==> src/rtl/conv_pkg.sv <==
// Shared types and constants for the conv window controller.
// Imported by line_buf and conv_window_ctrl.
package conv_pkg;

    typedef enum logic [1:0] {
        ST_IDLE,
        ST_LOAD_K,
        ST_STREAM,
        ST_DRAIN
    } state_t;

    localparam logic [1:0] MODE_RSVD = 2'b11;
    localparam int KTAPS = 9;

endpackage

==> src/rtl/conv_window_ctrl_line_buf.sv <==
// Two cascaded row buffers indexed by column.
// Reads return the value stored before this cycle's write.
module line_buf
    import conv_pkg::*;
#(
    parameter int IMG_W = 8,
    parameter int DW    = 8,
    localparam int CW   = $clog2(IMG_W)
) (
    input  logic          clk,
    input  logic          wr_en,
    input  logic [CW-1:0] col,
    input  logic [DW-1:0] din,
    output logic [DW-1:0] dout1,
    output logic [DW-1:0] dout2
);

    logic [DW-1:0] mem1 [IMG_W];
    logic [DW-1:0] mem2 [IMG_W];

    assign dout1 = mem1[col];
    assign dout2 = mem2[col];

    // push the new pixel into row r-1, moving the old one to row r-2
    always_ff @(posedge clk) begin
        if (wr_en) begin
            mem1[col] <= din;
            mem2[col] <= mem1[col];
        end
    end

endmodule

==> src/rtl/conv_window_ctrl.sv <==
// 3x3 window sequencer driving the comp unit over a raster frame.
// Optional perf counters: define CONV_WINDOW_CTRL_PERF_EN.
module conv_window_ctrl
    import conv_pkg::*;
#(
    parameter int IMG_W    = 8,
    parameter int IMG_H    = 8,
    parameter int DW       = 8,
    parameter int COMP_LAT = 1
) (
    input  logic            clk,
    input  logic            rst_n,
    input  logic            start,
    input  logic [1:0]      cfg_mode,
    input  logic            kern_valid,
    input  logic [DW-1:0]   kern_data,
    input  logic            pix_valid,
    input  logic [DW-1:0]   pix_data,
    output logic            pix_ready,
    output logic [9*DW-1:0] win_img,
    output logic [9*DW-1:0] win_kern,
    output logic [1:0]      comp_select,
    input  logic [DW-1:0]   comp_sum,
    output logic            out_valid,
    output logic [DW-1:0]   out_data,
    output logic            out_eol,
    output logic            out_last,
    output logic            busy,
    output logic            err
`ifdef CONV_WINDOW_CTRL_PERF_EN
    ,
    output logic [15:0]     perf_cycles,
    output logic [15:0]     perf_stall
`endif
);

    localparam int CW = $clog2(IMG_W);
    localparam int RW = $clog2(IMG_H);
    localparam logic [CW-1:0] COL_LAST = CW'(IMG_W - 1);
    localparam logic [RW-1:0] ROW_LAST = RW'(IMG_H - 1);

    state_t          state;
    logic [1:0]      mode_q;
    logic [3:0]      kcnt;
    logic [CW-1:0]   col_q;
    logic [RW-1:0]   row_q;
    logic [9*DW-1:0] kern_q;
    logic [9*DW-1:0] win_q;
    logic [DW-1:0]   lb1;
    logic [DW-1:0]   lb2;
    logic [3*DW-1:0] new_col;
    logic            accept;
    logic            at_eol;
    logic            win_vld;
    logic [COMP_LAT:0] pv_q;
    logic [COMP_LAT:0] pe_q;
    logic [COMP_LAT:0] pl_q;

    assign accept  = (state == ST_STREAM) && pix_valid;
    assign at_eol  = (col_q == COL_LAST);
    assign win_vld = accept && (row_q >= RW'(2))
                     && (col_q >= CW'(2));
    assign new_col = {pix_data, lb1, lb2};

    assign pix_ready   = (state == ST_STREAM);
    assign busy        = (state != ST_IDLE);
    assign comp_select = mode_q;
    assign win_img     = win_q;
    assign win_kern    = kern_q;
    assign out_valid   = pv_q[COMP_LAT];
    assign out_eol     = pe_q[COMP_LAT];
    assign out_last    = pl_q[COMP_LAT];
    assign out_data    = out_valid ? comp_sum : '0;

    line_buf #(
        .IMG_W (IMG_W),
        .DW    (DW)
    ) u_lb (
        .clk   (clk),
        .wr_en (accept),
        .col   (col_q),
        .din   (pix_data),
        .dout1 (lb1),
        .dout2 (lb2)
    );

    // frame sequencing: kernel load, pixel stream, drain
    always_ff @(posedge clk or negedge rst_n) begin
        if (!rst_n) begin
            state  <= ST_IDLE;
            mode_q <= 2'b00;
            err    <= 1'b0;
            kcnt   <= '0;
            col_q  <= '0;
            row_q  <= '0;
        end else begin
            unique case (state)
                ST_IDLE: begin
                    if (start) begin
                        if (cfg_mode == MODE_RSVD) begin
                            err <= 1'b1;
                        end else begin
                            err    <= 1'b0;
                            mode_q <= cfg_mode;
                            kcnt   <= '0;
                            col_q  <= '0;
                            row_q  <= '0;
                            state  <= ST_LOAD_K;
                        end
                    end
                end
                ST_LOAD_K: begin
                    if (kern_valid) begin
                        kcnt <= kcnt + 4'd1;
                        if (kcnt == 4'(KTAPS - 1))
                            state <= ST_STREAM;
                    end
                end
                ST_STREAM: begin
                    if (pix_valid) begin
                        if (at_eol) begin
                            col_q <= '0;
                            row_q <= row_q + RW'(1);
                            if (row_q == ROW_LAST)
                                state <= ST_DRAIN;
                        end else begin
                            col_q <= col_q + CW'(1);
                        end
                    end
                end
                ST_DRAIN: begin
                    if (out_last)
                        state <= ST_IDLE;
                end
                default: state <= ST_IDLE;
            endcase
        end
    end

    // kernel taps written in arrival order, held until the next load
    always_ff @(posedge clk or negedge rst_n) begin
        if (!rst_n) begin
            kern_q <= '0;
        end else if (state == ST_LOAD_K && kern_valid) begin
            kern_q[kcnt*DW +: DW] <= kern_data;
        end
    end

    // 3x3 window shifts left by one column per accepted pixel
    always_ff @(posedge clk or negedge rst_n) begin
        if (!rst_n) begin
            win_q <= '0;
        end else if (accept) begin
            for (int r = 0; r < 3; r++) begin
                win_q[(r*3)*DW +: DW]   <= win_q[(r*3+1)*DW +: DW];
                win_q[(r*3+1)*DW +: DW] <= win_q[(r*3+2)*DW +: DW];
                win_q[(r*3+2)*DW +: DW] <= new_col[r*DW +: DW];
            end
        end
    end

    // result markers ride alongside comp's latency
    always_ff @(posedge clk or negedge rst_n) begin
        if (!rst_n) begin
            pv_q <= '0;
            pe_q <= '0;
            pl_q <= '0;
        end else begin
            pv_q <= {pv_q[COMP_LAT-1:0], win_vld};
            pe_q <= {pe_q[COMP_LAT-1:0], win_vld && at_eol};
            pl_q <= {pl_q[COMP_LAT-1:0],
                     win_vld && at_eol && (row_q == ROW_LAST)};
        end
    end

`ifdef CONV_WINDOW_CTRL_PERF_EN
    // busy-cycle and stream-stall counters, saturating, cleared at start
    always_ff @(posedge clk or negedge rst_n) begin
        if (!rst_n) begin
            perf_cycles <= '0;
            perf_stall  <= '0;
        end else if (state == ST_IDLE) begin
            if (start && cfg_mode != MODE_RSVD) begin
                perf_cycles <= '0;
                perf_stall  <= '0;
            end
        end else begin
            if (perf_cycles != 16'hFFFF)
                perf_cycles <= perf_cycles + 16'd1;
            if (state == ST_STREAM && !pix_valid
                && perf_stall != 16'hFFFF)
                perf_stall <= perf_stall + 16'd1;
        end
    end
`else
    // no performance counters in this build
`endif

endmodule

==> config.mk <==
export PLATFORM = sky130hd
export DESIGN_NAME = conv_window_ctrl
export DESIGN_NICKNAME = d
export VERILOG_FILES = /design/src/rtl/conv_pkg.sv /design/src/rtl/conv_window_ctrl_line_buf.sv /design/src/rtl/conv_window_ctrl.sv
export SDC_FILE = /design/constraint.sdc
export NUM_CORES = 1
export LEC_CHECK = 0
export CORE_ASPECT_RATIO = 0.8
export CORE_MARGIN = 2
export CORE_UTILIZATION = 58
export DETAILED_ROUTE_END_ITERATION = 6
export PLACE_DENSITY = 0.85
export SETUP_SLACK_MARGIN = 0.05
export SLEW_MARGIN = 20
export SYNTH_ARGS = -nofsm -noshare
export SYNTH_HDL_FRONTEND = slang
export SYNTH_SLANG_ARGS = --single-unit
==> constraint.sdc <==
create_clock -name clk -period 8 [get_ports clk]
set_clock_uncertainty 0.2 [all_clocks]
set_input_delay 1.6 -clock clk [delete_from_list [all_inputs] [get_ports clk]]
set_output_delay 1.6 -clock clk [all_outputs]
set_load 0.02 [all_outputs]
==> impl_metrics.tcl, run 1 <==
set metrics [dict create \
    grt-ovfl-total 0 \
    place.gp.congestion 0.839 \
    ant_nets 0 \
    cts-resized-gates 0 \
    gr-usage-met2 0.414 \
    grt_pass1_wl_um 46000 \
    synth_xor_area_frac 0.00206 \
    synth_cell_type_count 69 \
    period_needed_ns 4.58 \
    die_height_um 133 \
    root_buffer "clkbuf_16" \
    synth_area_um2 12100 \
    synth_top_area_share 0.340 \
    cts_tree "done" \
    power_per_cell_area_nw_per_um2 364 \
    detail_route.first_pass.iterations 5 \
    antenna_cells 0 \
    setup_viol 0 \
    wire_per_inst_um 20.6 \
    synth_edf_count 128 \
    syn_avg_cell_area_um2 12.8 \
    worstHoldStart "pl_q[0]" \
    io-pin-count 191 \
    synth_top_family_by_area "simple AND/OR/NAND/NOR gates" \
    cts_setup_buffers 0 \
    drive_above_1_share 0.133 \
    drv_slew 0 \
    port_buffers 190 \
    hp-class "flip-flop to flip-flop" \
    rows 47 \
    timing.critical_path.slowest_stage_cell "clkdlybuf4s50_1" \
    yosysTopAreaCell "dfrtp_1" \
    fin_tns_setup_ns 0 \
    syn_nets 993 \
    worst_path_largest_cell_delay_ns 0.60 \
    synth_adder_area_share 0.0144 \
    synthCells 948 \
    arrival_ns 2.78 \
    yosys_warnings 0 \
    finalHoldViolCount 0 \
    track_usage 0.264 \
    final_util 0.733 \
    hold_buffers 0 \
    synthTopCellsByArea "dfrtp_1, edfxtp_1, nand2_1" \
    die_x_um 166 \
    synth_ff_type "dfrtp_1" \
    power_leakage_nw 6.46 \
    nets 1177 \
    numCtsBuffers 29 \
    fmax_mhz 219 \
    yosysSeqAreaShare 0.656 \
    use_met1 0.376 \
    crit_chain "clkdlybuf4s50_1 -> and2_1 -> clkdlybuf4s50_1" \
    min_period_over_period 0.572 \
    synth_compound_area_frac 0.0598 \
    setup_slack_ns 3.42 \
    clk_latency_ns 0.55 \
    yosys.area_share.simple 0.133 \
    r2r-start "state[0]" \
    drc 0 \
    nFillCells 1295 \
    routed_wl_um 29300 \
    startpoint "comp_sum[5]" \
    clock_sinks 293 \
    path_clk_slew_ns 0.06 \
    ys_ff_latch 293 \
    grt_use_met3 0.0559 \
    ir_worst_vdd_mv 0.228 \
    synthArstFlopShare 0.563 \
    crit_top_cell "clkdlybuf4s50_1" \
    dieArea_um2 22100 \
    crit_type "input port to primary output" \
    startpoint_type "input port" \
    cts_buffer_depth 3 \
    synth.area.mux_share 0.104 \
    path_delay_family "buffers and inverters" \
    crit_buf_inv 2 \
    vias 8229 \
    antenna_found_initial 0 \
    via_per_inst 5.79 \
    required_ns 6.20 \
    grt_pass1_vias 8236 \
    drv_cap 0 \
    status "complete, no violations" \
    dp_slack_ns 3.29 \
    grt_busiest_layer "met2" \
    endpoint_kind "primary output" \
    initialDrtViolationCount 848 \
    cts_max_level 1 \
    worst_slew_pin_slew_ns 1.10 \
    cp_max_fo 1 \
    detailed_place_hpwl_um 19200 \
    core_area_um2 20600 \
    initial_utilization 0.588 \
    slew_headroom 0.267 \
    grt_max_degree 84 \
    syn2layout_area_growth_pct 24.6 \
    grt_setup_unrepaired "false" \
]
[final timing paths]
| check | end | slack [ns] | depth (start not counted) |
|---|---|---|---|
| worst max-delay path | out_data[5] | 3.42 | 3 |
| worst min register to register | pl_q[1] | 0.15 | 0 |
| worst min-delay path | pl_q[1] | 0.15 | 0 |
| min in group asynchronous | win_kern[15] | 0.90 | 1 |
| max in group asynchronous | win_img[65] | 5.47 | 2 |
| worst max register to register | u_lb.mem2[0][4] | 4.62 | 5 |
[layout make-up]
class | count | area (um^2) | area share
sequential | 293 | 7980 | 0.527
tap | 269 | 337 | 0.0222
clock inverter | 10 | 88.8 | 0.00587
clock buffer | 41 | 791 | 0.0523
multi-input combinational | 577 | 3840 | 0.254
inverter | 31 | 116 | 0.00769
timing repair buffer | 200 | 1980 | 0.131
[kinds of logic after synthesis]
logic type,Yosys count
fa+ha+maj,14
compound gates,98
xor+xnor,2
flops,293
simple gates,363
mux,100
buf+inv,78
[state kept, by name, indices dropped and copies added, names as in the netlist]
name,flops
row_q,3
pe_q,2
u_lb.mem1,64
win_kern,72
col_q,3
pl_q,2
kcnt,4
win_img,72
state,2
comp_select,2
pv_q,2
err,1
u_lb.mem2,64
[power breakdown]
| part | switching (mW) | internal, mW |
|---|---|---|
| clock | 0.559 | 0.720 |
| sequential | 0.228 | 1.95 |
| combinational | 1.23 | 0.825 |
[synth_stat cells (5+ instances only)]
library cell    n
a221oi_1        6
nand3_1         7
mux2_4         11
a21oi_1         8
buf_1           6
dfrtp_1       165
edfxtp_1      128
mux4_2         12
nor2b_1         7
ha_1           14
a31oi_1         7
and3_1         31
buf_6           6
nor2_1         47
a22o_1          5
nor3_1          6
inv_1          30
clkbuf_1       16
mux2_2         48
and2_1         11
nand2_1       226
mux2i_1        29
o21ai_0        26
buf_2          16
nand2b_1        5
[stage by stage]
stage	cell area (um^2)	hold slack (ns)	cells	power, mW
final	15100	0.149	1421	5.51
after global routing	15100	0.151	1421	5.75
after CTS	15100	0.150	1421	5.51
after detailed placement	14200	0.137	1370	4.22
after global placement	14200	0.135	1370	4.16
after floorplan	12100	0.131	948	3.35
[layout by cell type, fill, tap and decap left out, types with 10 or more instances in the layout]
cell type | Yosys | final
nand2_1 | 226 | 225
clkdlybuf4s50_1 | 0 | 189
dfrtp_1 | 165 | 163
edfxtp_1 | 128 | 128
mux2_2 | 48 | 48
nor2_1 | 47 | 43
and3_1 | 31 | 31
inv_1 | 30 | 30
mux2i_1 | 29 | 29
clkbuf_16 | 0 | 29
o21ai_0 | 26 | 26
ha_1 | 14 | 14
mux4_2 | 12 | 12
mux2_4 | 11 | 11
and2_1 | 11 | 10
clkbuf_1 | 16 | 10
[routing by layer]
| layer | share of wire | vias up | routed length [um] |
|---|---|---|---|
| li1 | - | 3693 | - |
| met1 | 0.43 | 4097 | 12600 |
| met2 | 0.46 | 373 | 13600 |
| met3 | 0.077 | 66 | 2240 |
| met4 | 0.031 | 0 | 905 |
| met5 | 0 | - | 0 |
[worst reg2reg max path, stage by stage (launching register included)]
cell and delay (ns):
dfrtp_1 0.40, inv_1 0.13, ha_1 0.31, and2_2 0.62, buf_4 0.54, and3_1 0.81
Power figures use the tool's default switching activity.
==> run 2: changes to the inputs <==
--- a/config.mk
+++ b/config.mk
@@ -7,9 +7,9 @@
 export LEC_CHECK = 0
 export CORE_ASPECT_RATIO = 0.8
 export CORE_MARGIN = 2
-export CORE_UTILIZATION = 58
+export CORE_UTILIZATION = 54
 export DETAILED_ROUTE_END_ITERATION = 6
-export PLACE_DENSITY = 0.85
+export PLACE_DENSITY = 0.8
 export SETUP_SLACK_MARGIN = 0.05
 export SLEW_MARGIN = 20
 export SYNTH_ARGS = -nofsm -noshare
==> constraint.sdc (replaced) <==
create_clock -name clk -period 4.74 [get_ports clk]
set_clock_uncertainty 0.2 [all_clocks]
set_input_delay 0.948 -clock clk [delete_from_list [all_inputs] [get_ports clk]]
set_output_delay 0.948 -clock clk [all_outputs]
set_load 0.02 [all_outputs]
==> run 2 against run 1 <==
  * Via count is essentially flat
  * Critical path depth increased by 1
  * Die area up 7.2%
  * Final cell count increased by 3.2%
  * Design area grew 1.1%
  * Combinational power up 65%
  * Total power up 71%
  * Clock-buffer cell count grew 1
  * Largest cell class unchanged
  * Critical endpoint is now busy
  * Setup slack worse by 2.0 ns
  * Clock power is 77% higher
  * Register-to-register slack worse by 2.8 ns
  * Highest routed layer unchanged
==> impl_metrics.tcl, run 2 (synthesis results as in run 1) <==
set metrics [dict create \
    status "complete, no violations" \
    path_delay_family "buffers and inverters" \
    design_area_um2 15300 \
    via_per_inst 5.61 \
    place.gp.congestion 0.839 \
    ir_worst_vdd_mv 0.415 \
    root_buffer "clkbuf_16" \
    wire_per_inst_um 19.9 \
    io-pin-count 191 \
    dieArea_um2 23700 \
    detailed_place_hpwl_um 19800 \
    min_period_over_period 0.703 \
    die_height_um 138 \
    die_x_um 172 \
    hp-class "flip-flop to flip-flop" \
    holdPathStages 0 \
    initialDrtViolationCount 837 \
    cts_max_level 1 \
    grt_pass1_vias 8011 \
    numCtsBuffers 28 \
    drc 0 \
    drv_cap 0 \
    r2r_setup_slack_ns 1.80 \
    antenna_found_initial 0 \
    routed_wl_um 29200 \
    slew_headroom 0.371 \
    final_common_cell "nand2_1" \
    place_area_um2 14300 \
    crit_buf_inv 3 \
    crit_type "flip-flop to primary output" \
    timing.critical_path.slowest_stage_cell "clkdlybuf4s50_1" \
    power_leakage_nw 6.53 \
    p_seq_frac 0.398 \
    startpoint_type "flip-flop" \
    cts_setup_buffers 0 \
    p_sw_mw 3.39 \
    path_clk_slew_ns 0.06 \
    p_clk_frac 0.242 \
    cts_buffer_depth 3 \
    port_buffers 190 \
    netSwitchingFraction 0.360 \
    rows 49 \
    dpl.cell_count 1414 \
    cp_max_fo 7 \
    setup_viol 0 \
    hold-worst-slack_ns 0.149 \
    grt-ovfl-total 0 \
    grt_setup_unrepaired "false" \
    fin_tns_setup_ns 0 \
    vias 8235 \
    detail_route.first_pass.iterations 5 \
    arrival_ns 2.18 \
    internal_power_mw 6.02 \
    cts-resized-gates 0 \
    regToRegEndpoint "win_kern[69]" \
    core_area_um2 22300 \
    crit_chain "inv_1 -> ha_1 -> inv_1 -> clkdlybuf4s50_1" \
    antenna_cells 0 \
    worstHoldStart "pv_q[0]" \
    ant_nets 0 \
    cts_tree "done" \
    ff2ff_path_depth 6 \
    crit_top_cell "inv_1" \
    comb_power_share 0.360 \
    instances_no_fill 1467 \
    initial_utilization 0.546 \
    syn2layout_area_growth_pct 26.0 \
    clk_latency_ns 0.54 \
    clock_sinks 293 \
    finalHoldViolCount 0 \
    drive_above_1_share 0.140 \
    fmax_mhz 300 \
    period_needed_ns 3.33 \
    worst_slew_pin_slew_ns 0.943 \
    grt_max_degree 120 \
    hold_buffers 0 \
    final_cell_mix "nand2_1, clkdlybuf4s50_1, dfrtp_1, edfxtp_1, mux2_2" \
    min_to "pv_q[1]" \
    track_usage 0.250 \
    worst_path_largest_cell_delay_ns 0.66 \
    power_per_cell_area_nw_per_um2 615 \
    grt_pass1_wl_um 45800 \
    required_ns 3.59 \
    endpoint_kind "primary output" \
    drv_slew 0 \
    nets 1184 \
    r2r-start "kcnt[0]" \
]
-- run 2: worst max-delay path by stage --
stage,from,endpoint,slack [ns],depth (start not counted)
3_3_place_gp,comp_sum[1],out_data[1],1.47,3
3_5_place_dp,pix_valid,u_lb.mem1[4][1],1.38,5
5_1_grt,state[0],busy,1.30,4
6_report,state[0],busy,1.41,4
2_1_floorplan,pix_valid,u_lb.mem1[4][0],1.38,5
4_1_cts,state[0],busy,1.39,4
-- run 2: worst register-to-register path: cells and delay by family, from the launching register on --
family	cells	cell delay, ns
simple gates	2	0.75
buf+inv	1	0.18
flops	1	0.73
fa+ha+maj	1	0.35
compound gates	1	0.26
mux	1	0.35
-- run 2: layer usage --
metal | track usage | wire (um) | part of all wire
met1 | 0.365 | 12600 | 0.43
met2 | 0.390 | 13700 | 0.47
met3 | 0.0438 | 2180 | 0.075
met4 | 0.0687 | 801 | 0.027
met5 | 0 | 0 | 0
-- run 2: layout make-up --
class                           instances  area (um^2)
Tap cell                              306          383
Fill cell                            1532         6950
Inverter                               31          116
Clock buffer                           42          835
Sequential cell                       293         7980
Multi-Input combinational cell        577         3830
Timing Repair Buffer                  208         2040
Clock inverter                         10          118
-- run 2: metrics by stage --
stage,setup slack [ns],total power [mW],utilization
floorplan,1.38,5.65,-
global placement,1.47,7.05,0.644
detailed placement,1.38,7.14,0.644
CTS,1.39,9.43,0.687
global route,1.30,9.87,0.688
finish,1.41,9.41,0.688
-- run 2: power by group through the flow --
stage	Combinational (mW)	Clock, mW	Sequential (mW)
2_1_floorplan	1.55	0	4.10
3_3_place_gp	3.29	0	3.77
3_5_place_dp	3.36	0	3.78
4_1_cts	3.39	2.29	3.75
5_1_grt	3.66	2.40	3.81
6_report	3.39	2.27	3.75
